### config.mk
export PLATFORM = sky130hd
export DESIGN_NAME = rtds_rx_checker_sat_counter
export DESIGN_NICKNAME = d
export VERILOG_FILES = /design/src/rtl/rtds_rx_checker_sat_counter.sv
export SDC_FILE = /design/constraint.sdc
export NUM_CORES = 1
export LEC_CHECK = 0
export BUFFER_PORTS_ARGS = -buffer_cell sky130_fd_sc_hd__buf_4
export CORE_UTILIZATION = 45
export DETAILED_ROUTE_END_ITERATION = 8
export GPL_TIMING_DRIVEN = 0
export PLACE_DENSITY = 0.69
export SETUP_SLACK_MARGIN = 0.3
export SYNTH_ARGS = -nofsm -noshare
export SYNTH_HDL_FRONTEND = slang
export SYNTH_SLANG_ARGS = --single-unit
### constraint.sdc
create_clock -name user_clk -period 1.8 [get_ports user_clk]
set_clock_uncertainty 0.05 [all_clocks]
set_input_delay 0.36 -clock user_clk [delete_from_list [all_inputs] [get_ports user_clk]]
set_output_delay 0.36 -clock user_clk [all_outputs]
set_load 0.1 [all_outputs]
### src/rtl/rtds_rx_checker_sat_counter.sv
// Saturating up-counter with synchronous reset and clear.
module rtds_rx_checker_sat_counter #(
  parameter int WIDTH = 16
) (
  input  logic             user_clk,
  input  logic             reset,
  input  logic             clr,
  input  logic             inc,
  output logic [WIDTH-1:0] count
);

  logic [WIDTH-1:0] r_count;

  // Count increments, holding at all-ones; clear and reset both zero the count.
  always_ff @(posedge user_clk) begin
    // NOTE: sequential state uses non-blocking assignments so every register
    // samples its inputs from before the clock edge.
    if (reset || clr) begin
      r_count <= '0;
    end else if (inc && (r_count != '1)) begin
      r_count <= r_count + 1'b1;
    end
  end

  assign count = r_count;

endmodule

Word level (Yosys, flattened, before mapping) --
Cells that the tools add are included.
Cells by class: add/subtract/negate cells 1, equality and inequality tests 1, reductions and logical operators 2
Operators by type and width (count):
- $add A16 B1 Y16 const B | 1
- $ne A16 B16 Y1 const B | 1
- $logic_and A1 B1 Y1 | 1
- $logic_or A1 B1 Y1 | 1
Storage, ports and cells: register bits after elaboration 16, bits of input ports 4, output and inout bits 16, logic and storage cells 5

Logic depth before layout (Yosys ltp) --
Gate-level depths: netlist of run 1.
depth in word-level cells 2, depth in mapped cells 5, depth with buffers taken out 5

Worst setup path before layout of run 1 --
No wires, ideal clock.
path kind register to register, start register r_count[0] (netlist: count[0]), end register r_count[5] (netlist: count[5]), library setup time 62 ps, data arrival time 2346 ps, required time 1688 ps, slack -658 ps, stages on the path, launching flop included 6, path buffers 0, clock period less this slack 2458 ps, cells stage by stage dfxtp_1 -> ha_1 -> nand3_1 -> or4_4 -> a31oi_1 -> a41o_1
Between the ends: word-level cells in the longest chain between the ends 2, elaborated cells on any way between the ends 3, classes of those cells 1 x add/sub; 1 x eq/ne; 1 x reduce/logical
RTL lines:
- from (decl) | line 12 | logic [WIDTH-1:0] r_count;
- from (signal assigned) | line 21 | r_count <= r_count + 1'b1;
- parallel branches: the longest is 2 deep, another holds $add A16 B1 Y16
Parallel ways; which one is timed is not known. A chain may end at the register's enable or synchronous reset.

Worst setup path after layout of run 1 --
start register r_count[9] (netlist: count[9]), end register r_count[13] (netlist: count[13])
Same word-level chain as after synthesis.

==> impl_metrics.ini, run 1 <==
[worst_setup_path]
max_stage_delay_ns = 0.49
crit_type = flip-flop to flip-flop
worst-path-buf-inv = 3
path_cells = buf_8 > nand4_1 > buf_6 > nor4_4 > buf_4 > or4_1 > a21oi_1
critical_path_depth = 7
rr_worst_depth = 7
worstPathArrival_ns = 1.80
endpoint_kind = flip-flop
path_max_fanout = 7
r2r_start = count[9]
critPathRequiredTime_ns = 1.97
critPathLaunchType = flip-flop
crit_family = simple AND/OR/NAND/NOR gates
slowest_stage = or4_1
startpoint = count[9]

[pwr]
power.share.sequential = 0.576
power_density_nw_per_um2 = 431
clkPwrFrac = 0.338
p_leak_uw = 0.000541
p_int_uw = 431
p_comb_frac = 0.086
swShare = 0.257
switchingPower_uw = 149
vdd_drop_max_mv = 0.297
power_uw = 580

[final_layout]
area_growth_pct = 58.8
drive_above_1_share = 0.538
insertedDiodeCount = 0
nets = 136
fin_area_sq_um = 1350
nFillCells = 124
largest_reg_flops = 16

[worst_hold_path]
holdCritStartpoint = inc
min_path_type = input port to flip-flop
whs_path_depth = 3

[sta]
slew_headroom = 0.613
hold_violations = 0
fin_tns_setup_ns = 0
worstMarginPinSlew_ns = 0.580
finalSetupViolations = 0
min_period_ns = 1.63
grt_setup_unrepaired = true
fmax_ghz = 0.613
fin_crit_sh = 0.906
finalMaxSlewViolations = 0

[outcome]
outcome = finished clean

[clocking]
cts_max_level = 1
clock_latency_ns = 0.29
clock_path_buffers = 2
cts_root_buf = clkbuf_4
postCtsHoldBufs = 0
cts_buffers = 3
clk_pin_slew_worst_paths_ns = 0.10
cts_num_sinks = 16
cts_tree = done

[synth]
ys_types = 30
ys_seq_area_frac = 0.378
synth_seq_cells = 16
syn_nets = 100
synth_warnings = 0
syn_inst = 95
netlist_area_sq_um = 847
syn_avg_cell_area_sq_um = 8.92

[routing]
num_vias = 917
wirelength_um = 2300
first_pass_iters = 4
drc_errors = 0
antenna_left = 0
vias_per_cell = 5.92
post_drt_wl_per_cell_um = 14.8
drt-initial-drc-count = 6

[place]
numPortBuffers = 19
globalplace.congestion = 0.763
dpl.hpwl_um = 1470
dpl_cell_area_sq_um = 1110

[floorplan]
core_area_sq_um = 1750
die_h_um = 45.4
dieArea_sq_um = 2060
die_x_um = 45.4
start_util = 0.485
io-pin-count = 20
row_count = 15

[global_route]
grtUsageTotal = 0.238
grt_pass1_wl_um = 3550
grt_pass1_vias = 794
grt_max_degree = 11
grt-ovfl-total = 0
antenna_found_initial = 0

[run]
maxCapViolations = 0
## path summary, 6_finish.rpt
path | slack, ns | endpoint
worst max-delay path | 0.17 | count[13]
worst min-delay path | 0.30 | count[1]
worst max register to register | 0.17 | count[13]
worst min register to register | 0.46 | count[15]
## cells by family (layout without fill, tap and decap cells)
logic type	after synthesis	after routing	synth area share
AO/OA/AOI/OAI	27	27	0.219
XOR/XNOR	3	3	0.0310
adder cells (fa/ha/maj)	1	1	0.0148
buffers and inverters	4	39	0.0192
flip-flops	16	16	0.378
AND/OR/NAND/NOR	44	44	0.338
## worst min-delay path, delay by kind of cell
| family | cells | cell delay, ns |
|---|---|---|
| AND/OR/NAND/NOR | 1 | 0.07 |
| AO/OA/AOI/OAI | 1 | 0.04 |
| buffers and inverters | 1 | 0.15 |
## synth_stat cells
cell type | n | area share
a211oi_1 | 1 | 0.0089
a21oi_1 | 9 | 0.053
a31oi_1 | 3 | 0.022
a41o_1 | 4 | 0.047
and2_1 | 2 | 0.015
and3_4 | 1 | 0.013
and4_1 | 4 | 0.041
clkbuf_1 | 2 | 0.0089
clkbuf_2 | 1 | 0.0059
dfxtp_1 | 16 | 0.38
ha_1 | 1 | 0.015
inv_1 | 1 | 0.0044
nand2_1 | 6 | 0.027
nand3_1 | 5 | 0.030
nand4_1 | 5 | 0.037
nand4_2 | 1 | 0.015
nand4_4 | 1 | 0.025
nor2_1 | 7 | 0.031
nor3_1 | 1 | 0.0059
nor4_2 | 1 | 0.015
o211a_1 | 1 | 0.012
o21ai_0 | 5 | 0.030
o31ai_1 | 3 | 0.027
o41ai_2 | 1 | 0.019
or2_2 | 1 | 0.0074
or3_1 | 5 | 0.037
or4_1 | 3 | 0.027
or4_4 | 1 | 0.013
xnor2_1 | 1 | 0.010
xor2_1 | 2 | 0.021
## through the flow
step / hold WS (ns) / cells / util / worst slack, ns
floorplan: 0.460 / 95 / - / 0.0442
global placement: 0.438 / 139 / 0.637 / 0.162
detailed placement: 0.441 / 139 / 0.637 / 0.0804
CTS: 0.300 / 151 / 0.708 / 0.191
global route: 0.309 / 155 / 0.771 / 0.0981
finish: 0.305 / 155 / 0.771 / 0.170
## routing by layer
layer | wire [um] | vias to the layer above | GRT usage
li1 | - | 451 | -
met5 | 0 | - | 0
met4 | 22 | 0 | 0.0970
met2 | 1220 | 19 | 0.397
met1 | 996 | 443 | 0.311
met3 | 60 | 4 | 0.0238
## layout make-up
class                           instances  area [sq um]  area share
Buffer                                  3          22.5      0.0167
Clock buffer                            3          22.5      0.0167
Clock inverter                          1          3.75     0.00279
Inverter                                1          3.75     0.00279
Multi-Input combinational cell         75           633       0.471
Sequential cell                        16           380       0.283
Tap cell                               25          31.3      0.0233
Timing Repair Buffer                   31           248       0.184
## what timing repair did
item                       in CTS  in global routing
setup endpoints to repair      13                 16
setup buffers                   8                  4
gates resized for setup         5                 17
pin swaps                      12                 14
## cell usage in the layout (no fill, tap or decap), drive strengths merged, types with 5 or more instances in the layout
| master | instances |
|---|---|
| or3 | 5 |
| clkbuf | 5 |
| nand3 | 5 |
| buf | 32 |
| nor2 | 7 |
| nand2 | 6 |
| nand4 | 7 |
| a21oi | 9 |
| dfxtp | 16 |
| o21ai | 5 |
## power groups by stage
| stage | sequential, uW | clock [uW] | combinational (uW) |
|---|---|---|---|
| floorplan | 355 | 0 | 13.8 |
| global placement | 343 | 0 | 39.1 |
| detailed placement | 343 | 0 | 39.9 |
| CTS | 334 | 206 | 47.1 |
| global route | 335 | 220 | 53.1 |
| finish | 334 | 196 | 49.7 |
Power figures use the tool's default switching activity.
==> run 2: changes to the inputs <==
--- a/config.mk
+++ b/config.mk
@@ -9,7 +9,7 @@
 export CORE_UTILIZATION = 45
 export DETAILED_ROUTE_END_ITERATION = 8
 export GPL_TIMING_DRIVEN = 0
-export PLACE_DENSITY = 0.69
+export PLACE_DENSITY = 0.71
 export SETUP_SLACK_MARGIN = 0.3
 export SYNTH_ARGS = -nofsm -noshare
 export SYNTH_HDL_FRONTEND = slang
==> constraint.sdc (replaced) <==
create_clock -name user_clk -period 1.39 [get_ports user_clk]
set_clock_uncertainty 0.05 [all_clocks]
set_input_delay 0.278 -clock user_clk [delete_from_list [all_inputs] [get_ports user_clk]]
set_output_delay 0.278 -clock user_clk [all_outputs]
set_load 0.1 [all_outputs]
==> run 2 against run 1 <==
The run now fails in global routing (5_1_grt); area after synthesis did not move; synthesized cell count unchanged.
==> impl_metrics.ini, run 2 <==
[outcome]
outcome = aborted with a tool error
failed_stage = global routing (5_1_grt)
error_line = [ERROR DPL-0033] detailed placement checks failed during check placement.

[place]
dpl.hpwl_um = 1470
post-place-cells = 139
globalplace.congestion = 0.742
numPortBuffers = 19

[clocking]
cts_max_level = 1
cts_buffers = 3
cts_num_sinks = 16
postCtsHoldBufs = 0
cts_root_buf = clkbuf_4
clock_path_buffers = 2

[sta]
worstEndpointType = register data pin
crit_endpoint = count[5]$_SDFFE_PP0P_/D

[synth]
synth_xor_xnor_area_share = 0.0310
synth.top_cell.area_share = 0.378
synth_fa_ha_area_frac = 0.0148
synth_top_family_by_area = simple AND/OR/NAND/NOR gates
synth_edf_count = 0
synth_top_cells_by_count = dfxtp_1 (16), a21oi_1 (9), nor2_1 (7), nand2_1 (6)
synth_seq_cells = 16
syn_nets = 100
synth.most_common_cell = dfxtp_1
synthMuxAreaShare = 0
synth_warnings = 0
synth_ff_type = dfxtp_1
ys_seq_area_frac = 0.378
synth.area.top_cells = dfxtp_1 (38%), a21oi_1 (5.3%), a41o_1 (4.7%)
syn_inst = 95
synth-compound-area-share = 0.219
netlist_area_sq_um = 847
syn_avg_cell_area_sq_um = 8.92
synthArstFlopShare = 0
synth_simple_gate_area_share = 0.338
ys_types = 30
yosys.area.top_type = dfxtp_1

[floorplan]
start_util = 0.485
io-pin-count = 20
die_x_um = 45.4
die_h_um = 45.4
row_count = 15

[global_route]
grt_max_degree = 11
antenna_found_initial = 0
## run 2: cell counts after synthesis
No cell type changed its count.
## run 2: what timing repair did
item / CTS
pin swaps: 11
endpoints found under the hold margin: 0
resized for setup: 59
endpoints found under the setup margin: 32
buffers inserted: 16
## run 2: cell families after synthesis
group	count (synthesis)
simple gates	44
compound gates	27
flops	16
buf+inv	4
xor+xnor	3
fa+ha+maj	1
## run 2: through the flow
stage | utilization | setup TNS (ns) | setup WS, ns | area, sq um
after floorplan | - | -4.75 | -0.366 | 938
after global placement | 0.637 | -2.80 | -0.275 | 1110
after detailed placement | 0.637 | -3.20 | -0.310 | 1110
after CTS | 0.872 | -2.85 | -0.236 | 1520
==> run 3: changes to the inputs <==
--- a/config.mk
+++ b/config.mk
@@ -6,11 +6,11 @@
 export NUM_CORES = 1
 export LEC_CHECK = 0
 export BUFFER_PORTS_ARGS = -buffer_cell sky130_fd_sc_hd__buf_4
-export CORE_UTILIZATION = 45
+export CORE_AREA = 2 2 63 65
 export DETAILED_ROUTE_END_ITERATION = 8
+export DIE_AREA = 0 0 65 67
 export GPL_TIMING_DRIVEN = 0
-export PLACE_DENSITY = 0.71
-export SETUP_SLACK_MARGIN = 0.3
+export PLACE_DENSITY_LB_ADDON = 0.15
 export SYNTH_ARGS = -nofsm -noshare
 export SYNTH_HDL_FRONTEND = slang
 export SYNTH_SLANG_ARGS = --single-unit
==> constraint.sdc (replaced) <==
create_clock -name user_clk -period 1.8 [get_ports user_clk]
set_clock_uncertainty 0.05 [all_clocks]
set_input_delay 0.36 -clock user_clk [delete_from_list [all_inputs] [get_ports user_clk]]
set_output_delay 0.36 -clock user_clk [all_outputs]
set_load 0.1 [all_outputs]
==> run 3 against run 2 <==
The run now ends clean.
==> impl_metrics.ini, run 3 (synthesized netlist as in run 1, its figures left out) <==
[run]
maxCapViolations = 0

[final_layout]
nets = 123
layoutNonFillerInstCount = 165
largest_reg_flops = 16
drive_above_1_share = 0.402
final_common_cell = buf_4
area_growth_pct = 38.1
nFillCells = 383
final_cell_mix = buf_4 (19), dfxtp_4 (15), a21oi_1 (9), nor2_1 (7), nand2_1 (6)
utilization = 0.324
insertedDiodeCount = 0

[sta]
fmax_ghz = 0.569
slew_headroom = 0.586
fin_crit_sh = 0.976
finalMaxSlewViolations = 0
grt_setup_unrepaired = true
fin_tns_setup_ns = 0
finalSetupViolations = 0
worstMarginPinSlew_ns = 0.617
hold_violations = 0
min_period_ns = 1.76

[global_route]
grt_pass1_vias = 776
grtUsageTotal = 0.110
grt_pass1_wl_um = 3660
grt-ovfl-total = 0
antenna_found_initial = 0
grt_max_degree = 11

[routing]
drc_errors = 0
drt-initial-drc-count = 25
wirelength_um = 2150
post_drt_wl_per_cell_um = 13.0
vias_per_cell = 5.03
first_pass_iters = 4
num_vias = 830
antenna_left = 0

[pwr]
power_density_nw_per_um2 = 596
vdd_drop_max_mv = 0.374
p_leak_uw = 0.000437
power_uw = 697

[worst_setup_path]
critPathLaunchType = flip-flop
worstPathArrival_ns = 1.88
path_max_fanout = 6
slowest_stage = o41ai_2
endpoint_kind = flip-flop
crit_type = flip-flop to flip-flop
critPathRequiredTime_ns = 1.92
path_cells = ha_4 > nand3_1 > o41ai_2 > o21ai_0 > a21oi_1
max_stage_delay_ns = 0.65

[clocking]
cts_num_sinks = 16
postCtsHoldBufs = 0
cts_max_level = 1
postCtsResizedCells = 0
cts_root_buf = clkbuf_8
clock_path_buffers = 2
post-cts-setup-buffers = 0
cts_tree = done
clock_latency_ns = 0.25
cts_buffers = 3
clk_pin_slew_worst_paths_ns = 0.06

[place]
dpl.hpwl_um = 1590
numPortBuffers = 19
globalplace.congestion = 0.759
post-place-cells = 162

[floorplan]
dieArea_sq_um = 4360
core_area_sq_um = 3610
io-pin-count = 20
row_count = 22
die_x_um = 65
die_h_um = 67
start_util = 0.235

[outcome]
outcome = finished clean

[worst_hold_path]
min_path_type = input port to flip-flop
## run 3: report_power, final
part / leakage [uW] / total (uW) / internal, uW / switching, uW
Combinational: 0.000267 / 39.5 / 12.1 / 27.4
Clock: 0.0000288 / 321 / 194 / 127
Sequential: 0.000142 / 337 / 334 / 2.91
Total: 0.000437 / 697 / 540 / 157
## run 3: layout make-up
class	count	area (sq um)	share of cell area
sequential	16	378	0.323
tap	48	60.1	0.0513
timing repair buffer	19	143	0.122
clock buffer	4	55.1	0.0471
inverter	1	3.75	0.00321
buffer	2	7.51	0.00642
multi-input combinational	75	523	0.447
## run 3: final timing paths
path | startpoint | to | cells after the start | slack, ns
worst min-delay path | inc | count[1] | 3 | 0.37
worst max-delay path | count[0] | count[3] | 5 | 0.04
worst min register to register | count[1] | count[1] | 2 | 0.46
worst max register to register | count[0] | count[3] | 5 | 0.04
## run 3: routing by layer
layer / vias up / track usage / wire length, um
li1: 422 / - / -
met1: 386 / 0.145 / 1090
met2: 22 / 0.173 / 904
met3: 0 / 0.0405 / 151
met4: 0 / 0.0160 / 0
met5: - / 0 / 0
## run 3: through the flow
stage               worst slack [ns]  cell area (sq um)  hold WS [ns]
floorplan                    0.00115                917         0.460
global placement              0.0698               1120         0.440
detailed placement            0.0528               1120         0.448
CTS                           0.0351               1170         0.361
global route                  -0.104               1170         0.376
finish                        0.0440               1170         0.366
## run 3: worst max-delay path: cells and delay by family, from the launching register on
family | cells | cell delay, ns
AOI/OAI and AO/OA | 3 | 0.98
DFF | 1 | 0.38
adders and majority gates | 1 | 0.14
and+or+nand+nor | 1 | 0.14
==> run 4: changes to the inputs <==
--- a/config.mk
+++ b/config.mk
@@ -5,10 +5,11 @@
 export SDC_FILE = /design/constraint.sdc
 export NUM_CORES = 1
 export LEC_CHECK = 0
-export BUFFER_PORTS_ARGS = -buffer_cell sky130_fd_sc_hd__buf_4
+export ABC_AREA = 1
 export CORE_AREA = 2 2 63 65
 export DETAILED_ROUTE_END_ITERATION = 8
 export DIE_AREA = 0 0 65 67
+export DONT_BUFFER_PORTS = 1
 export GPL_TIMING_DRIVEN = 0
 export PLACE_DENSITY_LB_ADDON = 0.15
 export SYNTH_ARGS = -nofsm -noshare
==> run 4 against run 3 <==
Register-to-register slack gained 0.09 ns; wire length grew 15%; core utilization shrank 0.45 points; non-clock buffer count shrank 19; largest power group unchanged; critical endpoint is now count[15].
==> impl_metrics.ini, run 4 <==
[final_layout]
nets = 159
insertedDiodeCount = 0
largest_reg_flops = 16
nFillCells = 399
area_growth_pct = 21.3
fin_area_sq_um = 1150
drive_above_1_share = 0.255
final_common_cell = nand2_1
final_cell_mix = nand2_1 (37), nor2_1 (33), dfxtp_4 (16), nand3_1 (14), inv_1 (12)

[floorplan]
die_h_um = 67
dieArea_sq_um = 4360
io-pin-count = 20
core_area_sq_um = 3610
start_util = 0.264
die_x_um = 65
row_count = 22

[worst_setup_path]
worstPathArrival_ns = 1.76
slowest_stage = dfxtp_4
path_cells = ha_4 > nand2_2 > nor2_4 > nand4_2 > buf_6 > a21oi_1 > nor2_1
path_max_fanout = 10
worst-path-buf-inv = 1
endpoint_kind = flip-flop
critPathRequiredTime_ns = 1.90
crit_family = flip-flops
max_stage_delay_ns = 0.56
crit_type = flip-flop to flip-flop
critPathLaunchType = flip-flop

[synth]
ys_types = 21
synth_top_cells_by_count = nand2_1 (38), nor2_1 (34), dfxtp_1 (16), nand3_1 (14), inv_1 (12)
syn_nets = 154
synth_seq_cells = 16
netlist_area_sq_um = 951
syn_inst = 149
synth_ff_type = dfxtp_1
syn_avg_cell_area_sq_um = 6.38
synth.most_common_cell = nand2_1
synth.area.top_cells = dfxtp_1 (34%), nand2_1 (15%), nor2_1 (13%)
synth_edf_count = 0
synth_warnings = 0
synthArstFlopShare = 0
ys_seq_area_frac = 0.337
yosys.area.top_type = dfxtp_1
synth.top_cell.area_share = 0.337

[sta]
hold_violations = 0
setup_slack_ns = 0.134
fmax_ghz = 0.600
fin_crit_sh = 0.925
fin_tns_setup_ns = 0
min_period_ns = 1.67
slew_headroom = 0.686
whs_ns = 0.250
finalMaxSlewViolations = 0
finalSetupViolations = 0
worstMarginPinSlew_ns = 0.470

[clocking]
clk_pin_slew_worst_paths_ns = 0.07
cts_tree = done
cts_num_sinks = 16
cts_max_level = 1
cts_buffers = 3
post-cts-setup-buffers = 0
cts_root_buf = clkbuf_8
clock_path_buffers = 2
clock_latency_ns = 0.25

[place]
dpl.hpwl_um = 1830
pre_cts_slack_ns = -0.00502
globalplace.congestion = 0.838
numPortBuffers = 0
dpl_cell_area_sq_um = 1040

[global_route]
antenna_found_initial = 0
grt_max_degree = 11
grt-ovfl-total = 0
grtUsageTotal = 0.122
grt_pass1_vias = 855
grt_pass1_wl_um = 3970

[run]
maxCapViolations = 0

[pwr]
clkPwrFrac = 0.464
power.share.sequential = 0.499
switchingPower_uw = 168
p_leak_uw = 0.000387
p_int_uw = 538
swShare = 0.238
vdd_drop_max_mv = 0.194
power_density_nw_per_um2 = 612
p_comb_frac = 0.038

[routing]
num_vias = 933
post_drt_wl_per_cell_um = 12.2
drc_errors = 0
wirelength_um = 2460
antenna_left = 0
vias_per_cell = 4.64
drt-initial-drc-count = 39
first_pass_iters = 4

[worst_hold_path]
min_path_type = input port to flip-flop

[outcome]
outcome = finished clean
## run 4: changes by cell type in the layout (fill, tap and decap cells not counted), moves of 5 or more
cell / before / now
buf_4: 19 / 1
nand2_1: 6 / 37
nor2_4: 0 / 6
or3_1: 5 / 0
nand3_1: 5 / 14
inv_1: 1 / 12
nor2_1: 7 / 33
## run 4: cell type report
class	instances	area, sq um	area share
Buffer	2	18.8	0.0163
Tap cell	48	60.1	0.0521
Sequential cell	16	380	0.330
Clock buffer	4	55.1	0.0477
Inverter	14	52.6	0.0456
Multi-Input combinational cell	117	587	0.509
## run 4: layer usage
metal / GRT usage / wire, um / part of all wire
met3: 0.0338 / 111 / 0.045
met2: 0.201 / 1160 / 0.47
met1: 0.141 / 1130 / 0.46
met4: 0.0718 / 55 / 0.022
met5: 0 / 0 / 0
## run 4: kinds of logic after synthesis
family          count (synthesis)  share of synthesized area
fa+ha+maj                       1                     0.0132
flops                          16                      0.337
simple gates                  102                      0.495
buf+inv                        16                     0.0750
compound gates                 14                     0.0803
## run 4: metrics by stage
stage / utilization / std cells / total power (uW)
after floorplan: - / 149 / 399
after global placement: 0.287 / 197 / 405
after detailed placement: 0.287 / 197 / 406
after CTS: 0.305 / 201 / 735
after global routing: 0.320 / 201 / 746
final: 0.320 / 201 / 706
## run 4: worst register-to-register path: cells and delay by family (launching register included)
family                     cells  cell delay [ns]
and+or+nand+nor                4             0.43
AOI/OAI and AO/OA              1             0.14
adders and majority gates      1             0.21
buffers and inverters          1             0.17
DFF                            1             0.56
## run 4: worst paths after layout
| path | start | endpoint | slack, ns | cells past startpoint |
|---|---|---|---|---|
| max | count[0] | count[15] | 0.13 | 7 |
| min | inc | count[11] | 0.25 | 3 |
| max reg2reg | count[0] | count[15] | 0.13 | 7 |
| min reg2reg | count[11] | count[11] | 0.61 | 2 |
## run 4: power groups by stage
| stage | Combinational [uW] | Sequential, uW | Clock, uW |
|---|---|---|---|
| global placement | 25.4 | 380 | 0 |
| finish | 26.5 | 352 | 327 |
| global route | 31.1 | 352 | 363 |
| CTS | 25.8 | 367 | 342 |
| detailed placement | 25.6 | 380 | 0 |
| floorplan | 20.0 | 379 | 0 |
## run 4: what timing repair did
action                     4_1_cts  5_1_grt
hold buffers                     0        0
cloned                           0        0
resized for setup                3       17
pin swaps                        0        4
setup endpoints to repair        2       16
